$ cat src/rtl/r4u2_one_ctrl_pkg.sv
// Shared definitions for the radix-4 unit-2 stage-one address sequencer.
// Sample width, frame depth, controller state encoding and the mode-step helper.
package r4u2_one_ctrl_pkg;

  localparam int MAN_WIDTH          = 16;
  localparam int EXP_WIDTH          = 6;
  localparam int SAMPLE_W           = MAN_WIDTH + MAN_WIDTH + EXP_WIDTH;
  localparam int FFT_R4U2_ONE_DEPTH = 64;
  localparam int ONE_ADDR_W         = 6;

  typedef enum logic [1:0] {
    ST_FILL   = 2'd0,
    ST_STREAM = 2'd1,
    ST_DRAIN  = 2'd2
  } state_t;

  // Digit rotation has period 3, so the mode cycles 0 -> 1 -> 2 -> 0.
  function automatic logic [1:0] next_mode(input logic [1:0] m);
    return (m == 2'd2) ? 2'd0 : m + 2'd1;
  endfunction

endpackage

$ cat src/rtl/r4u2_one_ctrl_if.sv
// Stream-in, RAM-port and stream-out bundle of the stage-one controller.
// The master side is the controller; the slave side is its parent/RAM/stream environment.
interface r4u2_one_ctrl_if
  import r4u2_one_ctrl_pkg::*;
#(
  parameter int DATA_W = SAMPLE_W,
  parameter int ADDR_W = ONE_ADDR_W
);

  logic              in_valid;
  logic              in_ready;
  logic [DATA_W-1:0] in_data;
  logic              flush;
  logic [ADDR_W-1:0] ram_rd_addr;
  logic [DATA_W-1:0] ram_rd_data;
  logic              ram_wr_en;
  logic [ADDR_W-1:0] ram_wr_addr;
  logic [DATA_W-1:0] ram_wr_data;
  logic              out_valid;
  logic              out_sop;
  logic              out_eop;
  logic [DATA_W-1:0] out_data;

  modport master (
    input  in_valid, in_data, flush, ram_rd_data,
    output in_ready, ram_rd_addr, ram_wr_en, ram_wr_addr, ram_wr_data,
           out_valid, out_sop, out_eop, out_data
  );

  modport slave (
    output in_valid, in_data, flush, ram_rd_data,
    input  in_ready, ram_rd_addr, ram_wr_en, ram_wr_addr, ram_wr_data,
           out_valid, out_sop, out_eop, out_data
  );

endinterface

$ cat src/rtl/r4u2_digit_rot.sv
// Right rotation of a 3-digit base-4 address by 0, 1 or 2 digit positions.
// Shared by the radix-4 stage controllers; rot_i = 3 is treated as identity.
module r4u2_digit_rot #(
  parameter int ADDR_W = 6
) (
  input  logic [ADDR_W-1:0] addr_i,
  input  logic [1:0]        rot_i,
  output logic [ADDR_W-1:0] addr_o
);

  // Digits (j2 j1 j0): one step gives (j0 j2 j1), two steps give (j1 j0 j2).
  always_comb begin
    addr_o = addr_i;
    case (rot_i)
      2'd1:    addr_o = {addr_i[1:0], addr_i[5:2]};
      2'd2:    addr_o = {addr_i[3:0], addr_i[5:4]};
      default: addr_o = addr_i;
    endcase
  end

endmodule

$ cat src/rtl/r4u2_one_ctrl.sv
// In-place read-before-write address sequencer for the 64-entry stage-one RAM.
// Writes frame k+1 while reading frame k in radix-4 DIF butterfly order.
module r4u2_one_ctrl
  import r4u2_one_ctrl_pkg::*;
#(
  parameter int DATA_W = SAMPLE_W,
  parameter int ADDR_W = ONE_ADDR_W
) (
  input  logic             clk_sys,
  input  logic             rst_sys_n,
  r4u2_one_ctrl_if.master  bus
);

  localparam logic [ADDR_W-1:0] CNT_LAST = ADDR_W'(FFT_R4U2_ONE_DEPTH - 1);

  state_t            state_q, state_d;
  logic [ADDR_W-1:0] cnt_q, cnt_d;
  logic [1:0]        mode_q, mode_d;
  logic              vld_p1_q, vld_p1_d;
  logic              sop_p1_q, sop_p1_d;
  logic              eop_p1_q, eop_p1_d;

  logic              in_ready;
  logic              beat;
  logic              adv;
  logic [ADDR_W-1:0] addr;
  logic [DATA_W-1:0] wr_data_w;

  r4u2_digit_rot #(.ADDR_W(ADDR_W)) u_rot (
    .addr_i (cnt_q),
    .rot_i  (mode_q),
    .addr_o (addr)
  );

  always_comb begin
    state_d  = state_q;
    cnt_d    = cnt_q;
    mode_d   = mode_q;
    in_ready = (state_q != ST_DRAIN);
    beat     = bus.in_valid & in_ready;
    // DRAIN walks the frame on its own; otherwise only accepted beats advance.
    adv      = beat | (state_q == ST_DRAIN);
    vld_p1_d = adv & (state_q != ST_FILL);
    sop_p1_d = adv & (cnt_q == '0);
    eop_p1_d = adv & (cnt_q == CNT_LAST);

    if (adv) begin
      cnt_d = cnt_q + ADDR_W'(1);
      if (cnt_q == CNT_LAST) begin
        mode_d = next_mode(mode_q);
        case (state_q)
          ST_FILL:  state_d = ST_STREAM;
          ST_DRAIN: begin
            state_d = ST_FILL;
            mode_d  = 2'd0;
          end
          default:  state_d = state_q;
        endcase
      end
    end else if (bus.flush && (cnt_q == '0) && (state_q == ST_STREAM)) begin
      state_d = ST_DRAIN;
    end
  end

  always_ff @(posedge clk_sys) begin
    if (!rst_sys_n) begin
      state_q  <= ST_FILL;
      cnt_q    <= '0;
      mode_q   <= 2'd0;
      vld_p1_q <= 1'b0;
      sop_p1_q <= 1'b0;
      eop_p1_q <= 1'b0;
    end else begin
      state_q  <= state_d;
      cnt_q    <= cnt_d;
      mode_q   <= mode_d;
      vld_p1_q <= vld_p1_d;
      sop_p1_q <= sop_p1_d;
      eop_p1_q <= eop_p1_d;
    end
  end

  // p1 boundary: flags line up with the registered RAM read data.
  assign wr_data_w       = bus.in_data;
  assign bus.in_ready    = in_ready;
  assign bus.ram_rd_addr = addr;
  assign bus.ram_wr_addr = addr;
  assign bus.ram_wr_data = wr_data_w;
  assign bus.ram_wr_en   = ~beat;
  assign bus.out_valid   = vld_p1_q;
  assign bus.out_sop     = sop_p1_q;
  assign bus.out_eop     = eop_p1_q;
  assign bus.out_data    = bus.ram_rd_data;

endmodule

$ cat src/flat_wrapper.sv
// flat-port wrapper written by rule: the top's interface ports become plain ports
module r4u2_one_ctrl_flat import r4u2_one_ctrl_pkg::*;
#(
  parameter int DATA_W = SAMPLE_W,
  parameter int ADDR_W = ONE_ADDR_W
)
  (clk_sys, rst_sys_n, bus_in_valid, bus_in_data, bus_flush, bus_ram_rd_data, bus_in_ready, bus_ram_rd_addr, bus_ram_wr_en, bus_ram_wr_addr, bus_ram_wr_data, bus_out_valid, bus_out_sop, bus_out_eop, bus_out_data);
  r4u2_one_ctrl_if #(.DATA_W(DATA_W), .ADDR_W(ADDR_W)) bus_i ();
  input  logic clk_sys;
  input  logic rst_sys_n;
  input wire logic [$bits(bus_i.in_valid)-1:0] bus_in_valid;
  input wire logic [$bits(bus_i.in_data)-1:0] bus_in_data;
  input wire logic [$bits(bus_i.flush)-1:0] bus_flush;
  input wire logic [$bits(bus_i.ram_rd_data)-1:0] bus_ram_rd_data;
  output wire logic [$bits(bus_i.in_ready)-1:0] bus_in_ready;
  output wire logic [$bits(bus_i.ram_rd_addr)-1:0] bus_ram_rd_addr;
  output wire logic [$bits(bus_i.ram_wr_en)-1:0] bus_ram_wr_en;
  output wire logic [$bits(bus_i.ram_wr_addr)-1:0] bus_ram_wr_addr;
  output wire logic [$bits(bus_i.ram_wr_data)-1:0] bus_ram_wr_data;
  output wire logic [$bits(bus_i.out_valid)-1:0] bus_out_valid;
  output wire logic [$bits(bus_i.out_sop)-1:0] bus_out_sop;
  output wire logic [$bits(bus_i.out_eop)-1:0] bus_out_eop;
  output wire logic [$bits(bus_i.out_data)-1:0] bus_out_data;
  assign bus_i.in_valid = bus_in_valid;
  assign bus_i.in_data = bus_in_data;
  assign bus_i.flush = bus_flush;
  assign bus_i.ram_rd_data = bus_ram_rd_data;
  assign bus_in_ready = bus_i.in_ready;
  assign bus_ram_rd_addr = bus_i.ram_rd_addr;
  assign bus_ram_wr_en = bus_i.ram_wr_en;
  assign bus_ram_wr_addr = bus_i.ram_wr_addr;
  assign bus_ram_wr_data = bus_i.ram_wr_data;
  assign bus_out_valid = bus_i.out_valid;
  assign bus_out_sop = bus_i.out_sop;
  assign bus_out_eop = bus_i.out_eop;
  assign bus_out_data = bus_i.out_data;
  r4u2_one_ctrl #(.DATA_W(DATA_W), .ADDR_W(ADDR_W)) u_core (.clk_sys(clk_sys), .rst_sys_n(rst_sys_n), .bus(bus_i));
endmodule
$ cat config.mk
export PLATFORM = sky130hd
export DESIGN_NAME = r4u2_one_ctrl_flat
export DESIGN_NICKNAME = d
export VERILOG_FILES = /design/src/rtl/r4u2_one_ctrl_pkg.sv /design/src/rtl/r4u2_one_ctrl_if.sv /design/src/rtl/r4u2_digit_rot.sv /design/src/rtl/r4u2_one_ctrl.sv /design/src/flat_wrapper.sv
export SDC_FILE = /design/constraint.sdc
export NUM_CORES = 1
export LEC_CHECK = 0
export BUFFER_PORTS_ARGS = -buffer_cell sky130_fd_sc_hd__buf_2
export CORE_MARGIN = 1.5
export CORE_UTILIZATION = 33
export DETAILED_ROUTE_END_ITERATION = 10
export PLACE_DENSITY = 0.94
export SLEW_MARGIN = 20
export SYNTH_ARGS = -nofsm -noshare
export SYNTH_HDL_FRONTEND = slang
export SYNTH_SLANG_ARGS = --single-unit
$ cat constraint.sdc
create_clock -name clk_sys -period 1.4 [get_ports clk_sys]
set_input_delay 0.07 -clock clk_sys [delete_from_list [all_inputs] [get_ports clk_sys]]
set_output_delay 0.07 -clock clk_sys [all_outputs]
set_load 0.02 [all_outputs]
Word level (Yosys, flattened, before mapping)

Index checks and enable logic that the tools add are counted.

Register bits: 13
Latch bits: 0
Memory bits (writable): 0
Memory bits (read-only): 0
Input port bits: 80
Output and inout port bits: 93
Logic and storage cells: 37
Memories: 0

Add/subtract/negate cells: 2
Multiply operators: 0
Div/mod/pow operators: 0
Magnitude comparators: 0
Equal/unequal tests: 8
Shifts and indexed selects: 0
Mux-type cells: 7
Bitwise operators: 6
Reductions and logical operators: 8

Operators by type and width:

| kind                | number |
|---|---|
| $pmux 6 s2          | 1 |
| $mux 2              | 5 |
| $add 6x1->6 const B | 1 |
| $eq 6x6->1 const B  | 1 |
| $logic_not 6->1     | 1 |
| $and 1x1->1         | 4 |
| $eq 2x1->1 const B  | 2 |
| $eq 2x2->1 const B  | 2 |
| $ne 2x2->1 const B  | 2 |
| $pmux 2 s2          | 1 |
| $reduce_bool 2->1   | 2 |
| $ne 3x3->1 const B  | 1 |
| $reduce_and 3->1    | 1 |
| $add 2x1->2 const B | 1 |
| $logic_and 1x1->1   | 2 |
| $logic_not 2->1     | 1 |
| $reduce_and 2->1    | 1 |
| $not 1->1           | 1 |
| $or 1x1->1          | 1 |

Longest topological paths before layout

Depth in word-level cells: 5
Depth in mapped cells: 6

Cells and area by module

Synthesis repeated with hierarchy kept, for this count alone.

Cell total of the unflattened synthesis: 171
Area, all modules: 1,356.3 µm²

Modules (own cells, without submodules):

| module         | times used | cells an instance | area each (µm²) |
|---|---|---|---|
| r4u2_one_ctrl  | 1          | 148               | 1,218.7 |
| r4u2_digit_rot | 1          | 23                | 137.6 |

Worst setup path before layout

No wires, ideal clock.

Kind: reg-to-output
From: reg u_core.mode_q[0]
To: out bus_ram_wr_addr[1]
Arrival time: 1.657 ns
Data required time: 1.330 ns
Setup slack: -0.327 ns
Stages on the path, launching flop included: 7
Path through: dfxtp_1 inv_1 ha_1 clkbuf_1 nor2_1 a21oi_1 buf_4

Word-level cells in the longest chain between the ends: 2
Elaborated cells on any way between the ends: 3
Classes of those cells: 2 x eq/ne; 1 x mux

RTL lines:

| element                                  | line                 | source |
|---|---|---|
| from (decl)                              | r4u2_one_ctrl.sv:18  | `logic [1:0] mode_q, mode_d;` |
| from (signal assigned)                   | r4u2_one_ctrl.sv:76  | `mode_q <= mode_d;` |
| $eq 2x2->1 or $eq 2x1->1 (tied branches) | r4u2_digit_rot.sv:14 | `case (rot_i)` |
| $pmux 6 s2 (*)                           | r4u2_digit_rot.sv:14 |  |
| to (decl)                                | flat_wrapper.sv:18   | `output wire logic [$bits(bus_i.ram_wr_addr)-1:0] bus_ram_wr_addr;` |

Mark *: on every way between the ends. The rest lies on a longest branch, timed or not.

Worst setup path in the final report

Same ends and word-level chain as after synthesis.

==> impl.org <==
** Place
- PortBufs :: 20
- Count of placed standard cells including taps :: 158
- At the end of routability-driven placement, the weighted congestion stood at 0.817.
- The HPWL after detailed placement is 2.04 mm.
- DP Worst Slack :: 75.4 ps

** Global routing
- The first global-routing pass estimated 4.02 mm of wire.
- Entering global routing, the biggest net connects 11 pins.
- Total overflow reported by the global router :: 0
- Initial antenna violation count :: 0
- Global routing consumed, over all layers together, 12.0% of the routing resources.
- The number of global-route vias before repair was 766.

** Power and ir drop
- Combinational fraction of design power :: 14.6%
- Sequential Power Share :: 44.5%
- The clock network is responsible for 40.9% of the overall power.
- The internal power of the cells totals 627 µW.
- Power Density :: 723 nW/µm²
- Leakage dissipation :: 0.444 nW
- The design draws 853 µW.
- Switching share of power :: 26.5%
- Net switching power :: 226 µW
- Largest vdd supply drop :: 0.240 mV

** Floorplanning
- The initialized floorplan defines 23 standard-cell rows.
- Vertical extent of the die :: 67.4 µm
- Initial cell density of the core :: 34.3%
- The floorplan step defined a core boundary enclosing 4000 µm².
- Overall die area :: 4550 µm²
- Width of the die :: 67.4 µm
- Number of placed I/O pins :: 173

** Timing
- For the pin with the worst max-slew slack, the measured transition is 300 ps.
- Setup repair after global routing could not meet its margin everywhere.
- Hold Fails Final Rpt :: 0
- Tcrit/Tclk final :: 103%
- Smallest setup slack after layout :: -37.2 ps
- Post-Route Skew :: 1.31 ps
- The max-slew violation count was 0.
- Clock period minus final worst setup slack :: 1440 ps
- Worst slew slack as a fraction of its limit :: 80.0%
- Based on the critical path, the design can be clocked at up to 696 MHz.
- Final hold analysis gives a worst-case slack of 129 ps.
- Count of endpoints failing setup in the final report :: 12

** Yosys
- Area fraction of the dominant cell type after synthesis :: 46.0%
- Unique masters post-synth :: 26
- Post-synthesis cell area :: 1370 µm²
- YS warnings :: 0
- Instance count of the mapped netlist :: 170
- The largest total area in the synthesized netlist belongs to sky130_fd_sc_hd__buf_4.
- Sequential elements use 19.0% of the synthesized area.
- Average cell area after synthesis :: 8.06 µm²
- Synth Net Count :: 256
- Post-synthesis register bit count :: 13
- Top area cells in the synthesized netlist :: sky130_fd_sc_hd__buf_4, sky130_fd_sc_hd__dfxtp_1, sky130_fd_sc_hd__ha_1, sky130_fd_sc_hd__nor2_1, sky130_fd_sc_hd__a22oi_1

** Worst setup path
- At the worst endpoint, the arrival time is 1370 ps.
- In this run the worst path has a maximum fanout of 7.
- The slowest stage of the critical path is the sky130_fd_sc_hd__dfxtp_4 cell.
- The worst setup path is of the flip-flop to output pin kind.
- Delay of the slowest cell on the worst path :: 380 ps
- STA classifies the critical path endpoint as an output pin.
- WP data required :: 1330 ps
- Startpoint type of the worst setup path :: flip-flop
- Walking the worst path, the cells encountered are inv_4 -> ha_4 -> buf_8 -> a21oi_2 -> buf_4.

** Detailed routing
- Dividing the detail-routed via count by the number of cells gives 4.92.
- Wires add up to 2.84 mm.
- DRC Markers :: 0
- Top sig layer :: met4
- After detailed routing, the wire length on met1 is 845 µm.
- Met3 routed WL :: 354 µm
- Via count :: 811
- Routed wire length per instance :: 17.2 µm
- Number of iterations in the first detailed-routing pass :: 4
- Routed wl met2 :: 1.55 mm
- Iteration-0 DRC Markers :: 43
- Once detail routing completed, the nets flagged for antenna violations numbered 0.

** Clocking
- Number of buffers added to fix hold violations after cts :: 0
- Clock tree from TritonCTS :: built
- Num CTS Buffers :: 3
- Clock tree synthesis selected as its root buffer the cell sky130_fd_sc_hd__clkbuf_8.
- Reg clk slew, reported paths :: 60 ps
- Number of sinks handled by clock tree synthesis :: 13
- Worst-skew pair later-pin latency :: 250 ps
- CTS built an H-tree with a depth of 1.
- The clock passes through at most 2 buffers.

** Min path
- In this run the worst hold path is classified as primary input to flip-flop.

** Final layout
- 0 antenna diodes ended up in the layout.
- Most frequent cells in the layout :: sky130_fd_sc_hd__nor2_1, sky130_fd_sc_hd__buf_4, sky130_fd_sc_hd__buf_2, sky130_fd_sc_hd__dfxtp_1, sky130_fd_sc_hd__buf_6
- The layout has 415 filler cells.
- Area growth from synthesis to layout :: -13.9%
- The finished layout holds 165 standard cells, fillers aside.
- Cells with a size suffix above 1 make up 49.6% of the layout.
- Flip-flop and latch area :: 272 µm²
- Most common cell after layout, fill and taps aside :: sky130_fd_sc_hd__nor2_1
- Area of the multi-input gates :: 561 µm²
- # nets final :: 202

** Job
- MaxCap Viol Count :: 0

** Outcome
- Outcome :: finished with violations
- Violations in the final reports :: negative setup slack
## sequential cells by signal, summed over array words and instances (netlist names)
signal and cells:
u_core.mode_q 2, u_core.bus.out_eop 1, u_core.cnt_q 6, u_core.bus.out_valid 1
u_core.state_q 2, u_core.bus.out_sop 1
## repair_timing
item,4_1_cts,5_1_grt
gates resized for setup,28,14
setup endpoints to repair,12,18
pin swaps,3,3
buffers inserted,3,0
## cells by family after synthesis
logic type,share of synthesized area (%)
adders and majority gates,5.48
AOI/OAI and AO/OA,11.6
xor gates and xnor gates,3.20
DFF,19.0
buffers and inverters,49.8
and+or+nand+nor,11.0
## power by group through the flow
stage               Clock (mW)  Combinational (mW)  Sequential, mW
floorplan                    0               0.389           0.397
global placement             0               0.101           0.390
detailed placement           0               0.104           0.390
CTS                      0.345               0.115           0.381
global route             0.363               0.137           0.380
finish                   0.349               0.124           0.379
## synthesized netlist by cell type
master	count
sky130_fd_sc_hd__nor3_1	1
sky130_fd_sc_hd__o2111ai_2	1
sky130_fd_sc_hd__o2111ai_1	1
sky130_fd_sc_hd__o221a_1	1
sky130_fd_sc_hd__and3_2	1
sky130_fd_sc_hd__a21oi_1	8
sky130_fd_sc_hd__o32ai_1	1
sky130_fd_sc_hd__o21ai_0	1
sky130_fd_sc_hd__inv_1	6
sky130_fd_sc_hd__nor2b_1	1
sky130_fd_sc_hd__buf_2	1
sky130_fd_sc_hd__dfxtp_1	13
sky130_fd_sc_hd__xnor2_1	1
sky130_fd_sc_hd__buf_12	1
sky130_fd_sc_hd__ha_1	6
sky130_fd_sc_hd__nor4_2	1
sky130_fd_sc_hd__buf_4	84
sky130_fd_sc_hd__nand3_1	4
sky130_fd_sc_hd__nand2_1	6
sky130_fd_sc_hd__o21ai_1	5
sky130_fd_sc_hd__nor4_4	1
sky130_fd_sc_hd__xor2_1	4
sky130_fd_sc_hd__and3_1	1
sky130_fd_sc_hd__clkbuf_1	1
sky130_fd_sc_hd__nor2_1	13
sky130_fd_sc_hd__a22oi_1	6
## critical path: cells and delay by family, from the launching register on
kind | cells | cell delay (ps)
flip-flops | 1 | 380
adder cells (fa/ha/maj) | 1 | 240
buffers and inverters | 3 | 360
AO/OA/AOI/OAI | 1 | 140
## layout make-up
type	count	area share (%)
multi-input combinational	64	47.5
tap	50	5.30
sequential	13	23.0
inverter	6	2.12
clock buffer	4	3.82
timing repair buffer	28	18.2
## metal layers
metal,global-route usage [%],up-vias
met3,7.50,17
met2,21.2,66
met4,7.40,0
met1,10.1,369
met5,0,-
li1,-,359
## worst paths after layout
check,startpoint,endpoint,slack [ps],cells after the start
worst max-delay path,u_core.mode_q[0]$_SDFFE_PN0P_,bus_ram_wr_addr[1],-40,5
worst max register to register,u_core.cnt_q[0]$_SDFFE_PN0N_,u_core.state_q[1]$_SDFFE_PN0P_,100,6
worst min register to register,u_core.state_q[0]$_SDFFE_PN0P_,u_core.state_q[0]$_SDFFE_PN0P_,560,2
worst min-delay path,rst_sys_n,u_core.state_q[1]$_SDFFE_PN0P_,130,2
## per-stage QoR
step | setup TNS, ps | instance area (µm²) | util, %
2_1_floorplan | 0 | 1420 | -
3_3_place_gp | 0 | 947 | 23.7
3_5_place_dp | 0 | 947 | 23.7
4_1_cts | -359 | 1130 | 28.2
5_1_grt | -1050 | 1180 | 29.5
6_report | -377 | 1180 | 29.5
Note: power is estimated with default switching activity, not from simulation.
